[src/rtl/decode_stage_pkg.sv]
// decode_stage_pkg
// Constants and types shared by the decode stage, its main decoder and the
// downstream immediate extender / result mux:
//   - RV32I base opcodes recognised by the decoder
//   - immsrc_e   : immediate-format select (I/S/B/J/U)
//   - resultsrc_e: writeback result select (ALU / memory / PC+4)
//   - NOP_INSTR  : canonical NOP (addi x0,x0,0)
//   - ctrl_t     : bundle of decoded control fields
package decode_stage_pkg;

  localparam logic [6:0] OP_LOAD   = 7'b0000011;
  localparam logic [6:0] OP_STORE  = 7'b0100011;
  localparam logic [6:0] OP_RTYPE  = 7'b0110011;
  localparam logic [6:0] OP_IALU   = 7'b0010011;
  localparam logic [6:0] OP_BRANCH = 7'b1100011;
  localparam logic [6:0] OP_JAL    = 7'b1101111;
  localparam logic [6:0] OP_JALR   = 7'b1100111;
  localparam logic [6:0] OP_LUI    = 7'b0110111;
  localparam logic [6:0] OP_AUIPC  = 7'b0010111;

  localparam logic [31:0] NOP_INSTR = 32'h00000013;

  typedef enum logic [2:0] {
    IMM_I = 3'b000,
    IMM_S = 3'b001,
    IMM_B = 3'b010,
    IMM_J = 3'b011,
    IMM_U = 3'b100
  } immsrc_e;

  typedef enum logic [1:0] {
    RES_ALU = 2'b00,
    RES_MEM = 2'b01,
    RES_PC4 = 2'b10
  } resultsrc_e;

  typedef struct packed {
    immsrc_e    immsrc;
    logic       regwrite;
    logic       memwrite;
    logic       alusrc;
    logic       branch;
    logic       jump;
    resultsrc_e resultsrc;
    logic       illegal;
    logic       rs1_used;
    logic       rs2_used;
    logic       is_load;
  } ctrl_t;

endpackage

[src/rtl/decode_stage_main_decoder.sv]
// main_decoder
// Purely combinational opcode decoder for the decode stage.
// Ports:
//   opcode in  7       : instr_d[6:0]
//   ctrl   out ctrl_t  : immediate select, datapath controls, illegal flag,
//                        register-usage flags for hazard detection, load flag
// Validity gating is applied by the caller; this block only looks at the opcode.
module main_decoder
  import decode_stage_pkg::*;
(
  input  logic [6:0] opcode,
  output ctrl_t      ctrl
);

  // Table-driven decode. Everything defaults to zero with rs1 counted as
  // read, because only lui/auipc/jal lack an rs1 field; unknown opcodes fall
  // through to the illegal flag with all datapath controls left at zero.
  always_comb begin
    ctrl          = '0;
    ctrl.rs1_used = 1'b1;
    case (opcode)
      OP_LOAD: begin
        ctrl.regwrite  = 1'b1;
        ctrl.alusrc    = 1'b1;
        ctrl.resultsrc = RES_MEM;
        ctrl.is_load   = 1'b1;
      end
      OP_STORE: begin
        ctrl.immsrc   = IMM_S;
        ctrl.memwrite = 1'b1;
        ctrl.alusrc   = 1'b1;
        ctrl.rs2_used = 1'b1;
      end
      OP_RTYPE: begin
        ctrl.regwrite = 1'b1;
        ctrl.rs2_used = 1'b1;
      end
      OP_IALU: begin
        ctrl.regwrite = 1'b1;
        ctrl.alusrc   = 1'b1;
      end
      OP_BRANCH: begin
        ctrl.immsrc   = IMM_B;
        ctrl.branch   = 1'b1;
        ctrl.rs2_used = 1'b1;
      end
      OP_JAL: begin
        ctrl.immsrc    = IMM_J;
        ctrl.regwrite  = 1'b1;
        ctrl.jump      = 1'b1;
        ctrl.resultsrc = RES_PC4;
        ctrl.rs1_used  = 1'b0;
      end
      OP_JALR: begin
        ctrl.regwrite  = 1'b1;
        ctrl.alusrc    = 1'b1;
        ctrl.jump      = 1'b1;
        ctrl.resultsrc = RES_PC4;
      end
      OP_LUI, OP_AUIPC: begin
        ctrl.immsrc   = IMM_U;
        ctrl.regwrite = 1'b1;
        ctrl.alusrc   = 1'b1;
        ctrl.rs1_used = 1'b0;
      end
      default: begin
        ctrl.illegal = 1'b1;
      end
    endcase
  end

endmodule

[src/rtl/decode_stage.sv]
// decode_stage
// IF/ID pipeline register, instruction decode and load-use hazard detection.
// Ports:
//   clk, reset_n                 : rising-edge clock, async active-low reset
//   instr_f, pc_f, valid_f       : fetch slot
//   stall_d                      : external hold of the decode slot
//   flush_d                      : kill the decode slot (taken branch/jump)
//   instr_d, pc_d, valid_d       : registered decode slot
//   rs1_d, rs2_d, rd_d           : register fields of instr_d
//   immsrc_d, regwrite_d, memwrite_d, alusrc_d, branch_d, jump_d,
//   resultsrc_d, illegal_d       : decoded controls
//   hazard_stall                 : load-use stall request back to fetch
module decode_stage
  import decode_stage_pkg::*;
(
  input  logic        clk,
  input  logic        reset_n,
  input  logic [31:0] instr_f,
  input  logic [31:0] pc_f,
  input  logic        valid_f,
  input  logic        stall_d,
  input  logic        flush_d,
  output logic [31:0] instr_d,
  output logic [31:0] pc_d,
  output logic        valid_d,
  output logic [4:0]  rs1_d,
  output logic [4:0]  rs2_d,
  output logic [4:0]  rd_d,
  output logic [2:0]  immsrc_d,
  output logic        regwrite_d,
  output logic        memwrite_d,
  output logic        alusrc_d,
  output logic        branch_d,
  output logic        jump_d,
  output logic [1:0]  resultsrc_d,
  output logic        illegal_d,
  output logic        hazard_stall
);

  ctrl_t      ctrl;
  logic       ex_load_q;
  logic [4:0] ex_rd_q;
  logic       advance;
  logic       rs1_hit;
  logic       rs2_hit;

  main_decoder u_main_decoder (
    .opcode (instr_d[6:0]),
    .ctrl   (ctrl)
  );

  assign rs1_d = instr_d[19:15];
  assign rs2_d = instr_d[24:20];
  assign rd_d  = instr_d[11:7];

  // A load in EX whose destination is read by the decode-slot instruction
  // cannot forward in time; x0 is never a real dependency.
  assign rs1_hit      = ctrl.rs1_used && (rs1_d == ex_rd_q);
  assign rs2_hit      = ctrl.rs2_used && (rs2_d == ex_rd_q);
  assign hazard_stall = valid_d && ex_load_q && (ex_rd_q != 5'd0) && (rs1_hit || rs2_hit);
  assign advance      = !stall_d && !hazard_stall;

  // Decode slot register. Flush wins over any stall so a killed instruction
  // never survives a hold; pc_d is left alone because it is meaningless
  // once the slot is invalid.
  always_ff @(posedge clk or negedge reset_n) begin
    if (!reset_n) begin
      instr_d <= NOP_INSTR;
      pc_d    <= 32'd0;
      valid_d <= 1'b0;
    end else if (flush_d) begin
      instr_d <= NOP_INSTR;
      valid_d <= 1'b0;
    end else if (advance) begin
      instr_d <= instr_f;
      pc_d    <= pc_f;
      valid_d <= valid_f;
    end
  end

  // Shadow of the instruction entering EX, just enough to spot a load-use.
  // A hazard or flush sends a bubble into EX, so the load flag is cleared;
  // a plain external stall freezes EX along with decode.
  always_ff @(posedge clk or negedge reset_n) begin
    if (!reset_n) begin
      ex_load_q <= 1'b0;
      ex_rd_q   <= 5'd0;
    end else if (hazard_stall || flush_d) begin
      ex_load_q <= 1'b0;
      ex_rd_q   <= rd_d;
    end else if (!stall_d) begin
      ex_load_q <= ctrl.is_load && valid_d;
      ex_rd_q   <= rd_d;
    end
  end

  // Side-effecting controls only fire for a valid slot.
  assign regwrite_d = valid_d && ctrl.regwrite;
  assign memwrite_d = valid_d && ctrl.memwrite;
  assign branch_d   = valid_d && ctrl.branch;
  assign jump_d     = valid_d && ctrl.jump;
  assign illegal_d  = valid_d && ctrl.illegal;

  // Reset parks a NOP in the slot, whose I-format decode would still show
  // alusrc=1, so the datapath selects are also held at zero during reset.
  assign alusrc_d    = reset_n && ctrl.alusrc;
  assign immsrc_d    = reset_n ? ctrl.immsrc : IMM_I;
  assign resultsrc_d = reset_n ? ctrl.resultsrc : RES_ALU;

endmodule

[config.mk]
export PLATFORM = sky130hd
export DESIGN_NAME = decode_stage
export DESIGN_NICKNAME = d
export VERILOG_FILES = /design/src/rtl/decode_stage_pkg.sv /design/src/rtl/decode_stage_main_decoder.sv /design/src/rtl/decode_stage.sv
export SDC_FILE = /design/constraint.sdc
export NUM_CORES = 1
export LEC_CHECK = 0
export BUFFER_PORTS_ARGS = -buffer_cell sky130_fd_sc_hd__buf_2
export CAP_MARGIN = 10
export CORE_AREA = 2 2 106 108
export CTS_BUF_LIST = sky130_fd_sc_hd__clkbuf_16
export DETAILED_ROUTE_END_ITERATION = 16
export DIE_AREA = 0 0 108 110
export PLACE_DENSITY_LB_ADDON = 0.08
export SKIP_LAST_GASP = 1
export SYNTH_ARGS = -nofsm -noshare
export SYNTH_HDL_FRONTEND = slang
export SYNTH_SLANG_ARGS = --single-unit
[constraint.sdc]
create_clock -name clk -period 2.1 [get_ports clk]
set_input_delay 0 -clock clk [delete_from_list [all_inputs] [get_ports clk]]
set_output_delay 0 -clock clk [all_outputs]
set_load 0.02 [all_outputs]
==> run summary, run 1 <==
nets - 567
Fin Setup TNS - -6200 ps
number of max-cap violations - 0
final wirelength - 9960 µm
Worst Skew - 5.81 ps
core box area - 10700 µm²
first-pass GRT wire length - 14300 µm
worst reg-to-reg setup slack - -140 ps
CTS root buffer - clkbuf_16
Syn. warnings - 0
crit path from - ex_rd_q[0]
initial antenna violation count - 0
later-pin clock latency in the skew report - 330 ps
net count after synthesis - 302
DRC viols - 0
Post-Synthesis Cells - 233
max-slew headroom at the worst pin - 64.3%
Core Util, Final - 52.5%
CTS Sinks - 71
Site Rows - 38
Post-DP HPWL - 6100 µm
vias in the first global route - 2862
Final Hold Viols - 0
clock transition at the registers of the reported paths - 60 ps
critical path startpoint category - register
Mapped Avg Cell Area - 13.6 µm²
hold crit path type - input port to asynchronous set/reset pin
Ports - 161
Die Span Y - 110 µm
CTS H-tree depth - 3
failing checks - setup timing
R2R Path Start - ex_rd_q[0]
Peak VDD IR - 475 µV
Placement Setup Slack - -101 ps
RePlAce Congestion - 0.772
CTS Buf Count - 9
PD cells - 774 nW/µm²
Area Growth Syn to Fin - 77.2%
via count - 2830
sequential element share of the synthesized area - 56.1%
largest net degree at the start of global routing - 43
Crit path arrival time - 2460 ps
maximum clock rate - 446 MHz
Congestion Overflow GR - 0
CTS tree - built
CP required - 2320 ps
diode count - 0
layout cells sized above 1 - 56.3%
via density per instance - 4.40
fin worst setup slack - -140 ps
Synth cell types - 36
Mapped Area - 3170 µm²
wire per inst - 15.5 µm
#FFs+latches synth - 71
deepest clock path buffer count - 2
LEAKAGE - 2.86 nW
# port buffers - 160
worst-margin pin slew - 535 ps
outcome - finished with violations
antenna viol nets, final - 0
final period utilization - 107%
Initial Utilization - 29.7%
Setup crit end kind - register
Slew Viols, Final - 0
Die Area - 11900 µm²
Setup violations, final - 71
Tmin final - 2240 ps
Die X - 108 µm
initial drt markers - 90
router iterations before antenna repair - 5
RSZ-0062 raised after global routing - true
Total GRT Usage - 15.7%
largest fanout on the critical path - 8
critical path class - register to register
cell type report:
class,count,area [µm²]
Fill cell,966,5080
Timing Repair Buffer,280,2010
Sequential cell,71,1780
Multi-Input combinational cell,126,1270
Clock buffer,9,225
Tap cell,140,175
Clock inverter,7,120
Inverter,10,37.5
where the power goes:
part	internal, mW	total, mW	switching (mW)
Clock	1.16	1.76	0.599
Combinational	0.512	0.995	0.483
Sequential	1.51	1.59	0.0860
Total	3.18	4.35	1.17
routing by layer:
metal,wire [µm],part of all wire [%],global-route usage [%]
met1,4630,46,21.7
met5,0,0,0
met4,112,1.1,5.77
met2,4680,47,24.6
met3,541,5.4,3.17
critical path, cell delays in order (launching register included):
cell and delay (ps):
dfrtp_1 370, or4_4 580, o21bai_4 160, nor4_4 70, buf_4 160, o31a_1 290
buf_4 160, clkbuf_16 160, a22o_1 180
layout by cell type, fill, tap and decap left out, types with 2 or more instances in the layout:
cell	netlist	routed
a22o_1	30	30
mux2_2	31	11
nor2_1	9	9
dlygate4sd3_1	0	66
clkbuf_16	0	13
nand3b_1	2	2
buf_4	20	41
dfrtp_1	68	68
nor3_1	3	3
dfstp_2	3	3
o211ai_1	2	2
xnor2_1	10	9
nor4_4	2	2
and2_1	3	3
inv_1	10	10
nand2_1	3	3
nand3_1	3	3
bufinv_16	0	3
a22oi_2	0	3
a21oi_1	2	2
mux2_4	6	26
buf_12	0	3
buf_2	4	158
nor4b_4	2	2
buf_6	1	8
synthesized netlist by cell type:
library cell | n | share of area (%)
o21a_1 | 1 | 0.24
nor2_1 | 9 | 1.1
nor4b_4 | 2 | 1.5
or2_2 | 1 | 0.20
a22o_1 | 30 | 8.3
o211ai_1 | 2 | 0.47
xnor2_1 | 10 | 2.8
buf_2 | 4 | 0.63
nand4bb_1 | 1 | 0.35
nand4b_1 | 1 | 0.28
and2_1 | 3 | 0.59
nand3_1 | 3 | 0.47
nand2_1 | 3 | 0.35
dfrtp_1 | 68 | 54
nor2_2 | 1 | 0.20
o32ai_1 | 1 | 0.28
nor4_4 | 2 | 1.3
a21oi_1 | 2 | 0.32
nand3b_1 | 2 | 0.47
dfstp_2 | 3 | 2.5
o21ai_0 | 1 | 0.16
o21bai_2 | 1 | 0.35
o31a_1 | 1 | 0.28
nor3_1 | 3 | 0.47
mux2_4 | 6 | 2.8
or4_4 | 1 | 0.35
mux2_2 | 31 | 11
buf_8 | 1 | 0.47
a22oi_1 | 3 | 0.71
inv_1 | 10 | 1.2
buf_6 | 1 | 0.35
nor4_1 | 1 | 0.20
nand4_1 | 1 | 0.20
nor3b_1 | 2 | 0.47
a32o_1 | 1 | 0.32
buf_4 | 20 | 4.7
final timing paths:
path | endpoint | depth (start not counted)
worst min-delay path | instr_d[30] | 2
max in group asynchronous | instr_d[28] | 3
worst min register to register | instr_d[30] | 1
worst max-delay path | instr_d[28] | 8
worst max register to register | instr_d[28] | 8
min in group clk | ex_load_q | 4
through the flow:
stage / power, mW / instances / cell area (µm²) / hold slack, ps
floorplan: 2.08 / 233 / 3180 / -296
global placement: 2.41 / 544 / 4280 / -25.1
detailed placement: 2.42 / 544 / 4280 / -24.1
CTS: 4.31 / 628 / 5330 / 168
global route: 4.55 / 643 / 5620 / 187
finish: 4.35 / 643 / 5620 / 149
sequential cells by signal, indices dropped and copies added (netlist names):
name	count
pc_d	32
ex_rd_q	5
valid_d	1
instr_d	32
ex_load_q	1
cell families (layout without fill, tap and decap cells):
kind of cell / count (synthesis) / in the layout / share of synthesized area (%)
flip-flops: 71 / 71 / 56.1
AO/OA/AOI/OAI: 43 / 43 / 11.4
AND/OR/NAND/NOR: 36 / 36 / 8.52
XOR/XNOR: 10 / 10 / 2.76
multiplexers: 37 / 37 / 13.8
buffers and inverters: 36 / 306 / 7.37
what timing repair did:
item / 4_1_cts / 5_1_grt
gates resized for setup: 8 / 25
endpoints found under the hold margin: 94 / 0
buffers inserted: 2 / 8
gates cloned: 0 / 7
setup endpoints to repair: 67 / 77
pin swaps: 1 / 4
hold buffers: 66 / 0
Power figures use the tool's default switching activity.
==> inputs of run 2 (changes only) <==
--- a/config.mk
+++ b/config.mk
@@ -5,12 +5,13 @@
 export SDC_FILE = /design/constraint.sdc
 export NUM_CORES = 1
 export LEC_CHECK = 0
-export BUFFER_PORTS_ARGS = -buffer_cell sky130_fd_sc_hd__buf_2
 export CAP_MARGIN = 10
 export CORE_AREA = 2 2 106 108
 export CTS_BUF_LIST = sky130_fd_sc_hd__clkbuf_16
+export CTS_CLUSTER_SIZE = 12
 export DETAILED_ROUTE_END_ITERATION = 16
 export DIE_AREA = 0 0 108 110
+export DONT_BUFFER_PORTS = 1
 export PLACE_DENSITY_LB_ADDON = 0.08
 export SKIP_LAST_GASP = 1
 export SYNTH_ARGS = -nofsm -noshare
==> run 2 against run 1 <==
The run still ends with setup timing left. Cell count fell by 25%. Clock-buffer cell count unchanged. Routed wire length decreased by 13%. Non-clock buffer count shrank 161. Critical endpoint is now ex_rd_q[2]. Power fell by 8.5%. Largest power group is now registers. Critical path type unchanged. Combinational power down 39%. Core utilization fell by 8.8 points.
==> run summary, run 2 (synthesized netlist as in run 1, its figures left out) <==
outcome - finished with violations
failing checks - setup timing
largest fanout on the critical path - 5 (-3)
critical path startpoint category - register
Post-DP HPWL - 5430 µm (-11%)
DRC viols - 0 (unchanged)
worst stage delay on the critical path - 560 ps (-20 ps)
Design Area, Final - 4680 µm² (-17%)
diode count - 0 (unchanged)
fin worst setup slack - -98.4 ps (+41.3 ps)
commonest cells after routing, fill and taps aside - dfrtp_1, dlygate4sd3_1, buf_4
critical path class - register to register
worst-margin pin slew - 636 ps (+101 ps)
routed wl met3 - 848 µm (+57%)
Congestion Overflow GR - 0 (unchanged)
largest net degree at the start of global routing - 72 (+67%)
router iterations before antenna repair - 4 (-1)
final period utilization - 105% (-2.0 points)
slowest CP cell - or4_4
Setup violations, final - 52 (-27%)
DR top layer - met4
CTS Buf Count - 9 (unchanged)
Routed met1 length - 3650 µm (-21%)
number of max-cap violations - 0 (unchanged)
via count - 2265 (-20%)
Worst Skew - 8.88 ps (+3.07 ps)
CTS root buffer - clkbuf_16
Placed Cells - 392 (-28%)
later-pin clock latency in the skew report - 330 ps (about the same)
deepest clock path buffer count - 2 (unchanged)
critical path's top delay family - simple AND/OR/NAND/NOR gates
Final Hold Viols - 0 (unchanged)
Final Hold Slack - 48.1 ps (-101 ps)
core box area - 10700 µm² (unchanged)
CP required - 2320 ps (about the same)
Tmin final - 2200 ps (-41.3 ps)
initial drt markers - 93 (+3.3%)
first-pass GRT wire length - 12900 µm (-9.8%)
nets - 406 (-28%)
Critical Path Most Common Cell - nor4b_4
Peak VDD IR - 497 µV (+4.6%)
Slew Viols, Final - 0 (unchanged)
Largest regs - instr_d (32), pc_d (32), ex_rd_q (5)
LEAKAGE - 2.09 nW (-27%)
Crit path arrival time - 2410 ps (-50 ps)
Setup crit end kind - register
vias in the first global route - 2416 (-16%)
maximum clock rate - 455 MHz (+1.9%)
CP bufs+invs - 2 (-1)
Core Util, Final - 43.8% (-8.8 points)
worst-path cell chain - or4_4 > nor2_4 > nor4b_4 > buf_4 > nor4b_4 > buf_6 > mux2_4
Die X - 108 µm (unchanged)
clock transition at the registers of the reported paths - 60 ps (about the same)
CTS Sinks - 71 (unchanged)
RePlAce Congestion - 0.763 (-1.2%)
layout cells sized above 1 - 35.4% (-21 points)
Die Span Y - 110 µm (unchanged)
WL met2 - 4060 µm (-13%)
wire per inst - 18.0 µm (+16%)
Initial Utilization - 29.7% (unchanged)
Area Growth Syn to Fin - 47.6%
hold crit path type - input port to register
CTS H-tree depth - 3 (unchanged)
initial antenna violation count - 0 (unchanged)
# port buffers - 0 (-100%)
RSZ-0062 raised after global routing - true
Cell Count, Final, Fillers Out - 482 (-25%)
Ports - 161 (unchanged)
placed instance area - 3520 µm² (-18%)
max-slew headroom at the worst pin - 57.2% (-7.1 points)
antenna viol nets, final - 0 (unchanged)
Power, Total - 3.98 mW (-8.5%)
CTS tree - built
most common cell after layout, fill and taps aside - dfrtp_1
via density per instance - 4.70 (+6.8%)
Site Rows - 38 (unchanged)
PD cells - 850 nW/µm² (+9.8%)
final wirelength - 8680 µm (-13%)
Die Area - 11900 µm² (unchanged)
Total GRT Usage - 14.6% (-1.1 points)
[run 2: cell types whose count changed in the layout (fill, tap and decap cells not counted), moves of 4 or more]
cell,previous run,this run
buf_6,8,4
mux2_2,11,26
buf_2,158,0
mux2_4,26,11
[run 2: final cells by class]
type | instances | area, µm²
clock inverters | 7 | 86.3
inverters | 10 | 37.5
clock buffers | 9 | 225
fillers | 1012 | 6010
multi-input cells | 126 | 1220
repair buffers | 119 | 1160
flip-flops and latches | 71 | 1780
well taps | 140 | 175
[run 2: worst paths after layout]
check | from | to | slack, ps | cells past startpoint
max in group asynchronous | reset_n | pc_d[9] | 1530 | 2
setup / recovery | ex_rd_q[0] | ex_rd_q[2] | -100 | 7
hold reg to reg | ex_load_q | ex_load_q | 510 | 1
hold / removal | flush_d | ex_load_q | 50 | 3
min in group asynchronous | reset_n | valid_d | 240 | 2
setup reg to reg | ex_rd_q[0] | ex_rd_q[2] | -100 | 7
[run 2: timing repair]
action | in CTS | in global routing
pin swaps | 2 | 1
cloned | 1 | 1
setup buffers | 2 | 3
gates resized for setup | 2 | 14
endpoints found under the hold margin | 136 | 2
hold buffers | 65 | 2
setup endpoints to repair | 69 | 71
[run 2: layer usage]
metal / vias to the layer above / global-route usage (%)
met3: 9 / 6.94
li1: 1033 / -
met1: 1103 / 17.6
met2: 120 / 23.0
met4: 0 / 5.22
met5: - / 0
[run 2: per-stage QoR]
step	setup slack, ps	setup TNS, ps
after floorplan	-39.4	-236
after global routing	-196	-9960
after global placement	-75.6	-2830
after CTS	-111	-4030
after detailed placement	-110	-4310
final	-98.4	-3260
[run 2: where the power goes]
| group | total [mW] | leakage [nW] | switching (mW) | internal [mW] |
|---|---|---|---|---|
| registers | 1.75 | 0.887 | 0.246 | 1.50 |
| clock network | 1.62 | 0.155 | 0.592 | 1.03 |
| logic | 0.605 | 1.04 | 0.260 | 0.346 |
[run 2: worst register-to-register path: cells and delay by family (launching register included)]
family	cells	cell delay, ps
flip-flops	1	370
multiplexers	1	300
AND/OR/NAND/NOR	4	1060
buffers and inverters	2	340
==> inputs of run 3 (changes only) <==
--- a/config.mk
+++ b/config.mk
@@ -12,6 +12,7 @@
 export DETAILED_ROUTE_END_ITERATION = 16
 export DIE_AREA = 0 0 108 110
 export DONT_BUFFER_PORTS = 1
+export HOLD_SLACK_MARGIN = 0.08
 export PLACE_DENSITY_LB_ADDON = 0.08
 export SKIP_LAST_GASP = 1
 export SYNTH_ARGS = -nofsm -noshare
==> run 3 against run 2 <==
The run still ends with setup timing left. Cell count up 0.21%. Global-route usage is the same. Sequential power is essentially flat. Critical path depth did not move. Clock-buffer cell count did not move. Sequential cell count did not move. First-iteration DRC count is 4.3% lower. Clock skew about the same. Highest routed layer unchanged.
==> run summary, run 3 (synthesized netlist as in run 1, its figures left out) <==
Critical Path Most Common Cell - nor4b_4
fin worst setup slack - -99.2 ps (-0.755 ps)
GR Layer Usage met1 - 17.6% (unchanged)
worst-path cell chain - or4_4 > nor2_4 > nor4b_4 > buf_4 > nor4b_4 > buf_6 > mux2_4
later-pin clock latency in the skew report - 330 ps (about the same)
PD cells - 849 nW/µm² (-0.13%)
final period utilization - 105% (about the same)
Final Hold Viols - 0 (unchanged)
Post-DP HPWL - 5430 µm (unchanged)
Initial Utilization - 29.7% (unchanged)
slowest CP cell - or4_4
most common cell after layout, fill and taps aside - dfrtp_1
core box area - 10700 µm² (unchanged)
commonest cells after routing, fill and taps aside - dfrtp_1, dlygate4sd3_1, buf_4
initial antenna violation count - 0 (unchanged)
via count - 2276 (+0.49%)
Worst Skew - 8.88 ps (-0.000220 ps)
worst-margin pin slew - 636 ps (-0.227 ps)
Ports - 161 (unchanged)
largest fanout on the critical path - 5 (unchanged)
Die Area - 11900 µm² (unchanged)
outcome - finished with violations
met3 global-route usage - 6.94% (unchanged)
critical path startpoint category - register
maximum clock rate - 455 MHz (about the same)
CTS tree - built
diode count - 0 (unchanged)
# port buffers - 0 (unchanged)
clock transition at the registers of the reported paths - 60 ps (about the same)
nets - 407 (+0.25%)
DRC viols - 0 (unchanged)
worst stage delay on the critical path - 560 ps (about the same)
Slew Viols, Final - 0 (unchanged)
CTS Sinks - 71 (unchanged)
via density per instance - 4.71 (+0.28%)
Peak VDD IR - 497 µV (about the same)
first-pass GRT wire length - 12900 µm (unchanged)
largest net degree at the start of global routing - 72 (unchanged)
router iterations before antenna repair - 4 (unchanged)
Placement Setup Slack - -110 ps (unchanged)
antenna viol nets, final - 0 (unchanged)
Area Growth Syn to Fin - 47.9%
placed instance area - 3520 µm² (unchanged)
Setup violations, final - 53 (+1.9%)
LEAKAGE - 2.09 nW (+0.20%)
Core Util, Final - 43.9% (+0.094 points)
final wirelength - 8730 µm (+0.55%)
CTS Buf Count - 9 (unchanged)
Site Rows - 38 (unchanged)
met2 usage - 23.0% (unchanged)
RePlAce Congestion - 0.763 (unchanged)
RSZ-0062 raised after global routing - true
CTS H-tree depth - 3 (unchanged)
vias in the first global route - 2416 (unchanged)
max-slew headroom at the worst pin - 57.3% (about the same)
Crit path arrival time - 2420 ps (about the same)
Cell Count, Final, Fillers Out - 483 (+0.21%)
Setup crit end kind - register
layout cells sized above 1 - 35.3% (-0.10 points)
Die X - 108 µm (unchanged)
hold crit path type - input port to register
deepest clock path buffer count - 2 (unchanged)
CTS root buffer - clkbuf_16
critical path class - register to register
Tmin final - 2200 ps (+0.755 ps)
Largest regs - instr_d (32), pc_d (32), ex_rd_q (5)
Design Area, Final - 4690 µm² (+0.21%)
number of max-cap violations - 0 (unchanged)
Congestion Overflow GR - 0 (unchanged)
Total GRT Usage - 14.6% (unchanged)
Die Span Y - 110 µm (unchanged)
CP required - 2320 ps (about the same)
busiest grt layer - met2
wire per inst - 18.1 µm (+0.34%)
failing checks - setup timing
Final Hold Slack - 137 ps (+88.5 ps)
FILL cells - 1011 (-0.099%)
Placed Cells - 392 (unchanged)
initial drt markers - 89 (-4.3%)
run 3: path summary, 6_finish.rpt:
check / to / cells past startpoint / slack [ps] / from
worst max-delay path: ex_rd_q[2] / 7 / -100 / ex_rd_q[0]
worst min-delay path: ex_load_q / 3 / 140 / stall_d
worst max register to register: ex_rd_q[2] / 7 / -100 / ex_rd_q[0]
worst min register to register: ex_load_q / 1 / 510 / ex_load_q
max in group asynchronous: instr_d[5] / 2 / 1520 / reset_n
min in group asynchronous: valid_d / 2 / 240 / reset_n
run 3: timing repair:
item | in CTS | in global routing
pin swaps | 2 | 1
hold endpoints to repair | 138 | 8
gates resized for setup | 2 | 14
hold buffers | 65 | 3
setup buffers | 2 | 3
gates cloned | 1 | 1
endpoints found under the setup margin | 69 | 71
run 3: area by class of cell:
class | count | area [µm²] | share of cell area, %
multi-input combinational | 126 | 1220 | 26.0
tap | 140 | 175 | 3.73
sequential | 71 | 1780 | 37.9
timing repair buffer | 120 | 1170 | 24.8
clock inverter | 7 | 86.3 | 1.84
inverter | 10 | 37.5 | 0.800
clock buffer | 9 | 225 | 4.80
run 3: per-stage QoR:
| step | power, mW | setup TNS [ps] |
|---|---|---|
| after detailed placement | 2.21 | -4310 |
| final | 3.98 | -3290 |
| after CTS | 4.01 | -4030 |
| after global placement | 2.21 | -2830 |
| after floorplan | 2.08 | -236 |
| after global routing | 4.17 | -9960 |
run 3: critical path, delay by kind of cell, from the launching register on:
kind | cells | cell delay [ps]
buffers and inverters | 2 | 340
AND/OR/NAND/NOR | 4 | 1060
multiplexers | 1 | 300
flip-flops | 1 | 370
run 3: layer usage:
layer	routed length, µm	vias up
met2	4070	122
met3	840	9
met1	3700	1112
met5	0	-
li1	-	1033
met4	121	0
run 3: report_power, final:
part           switching, mW  leakage (nW)  internal [mW]
clock                  0.593         0.155           1.03
combinational          0.261          1.05          0.347
sequential             0.246         0.887           1.50
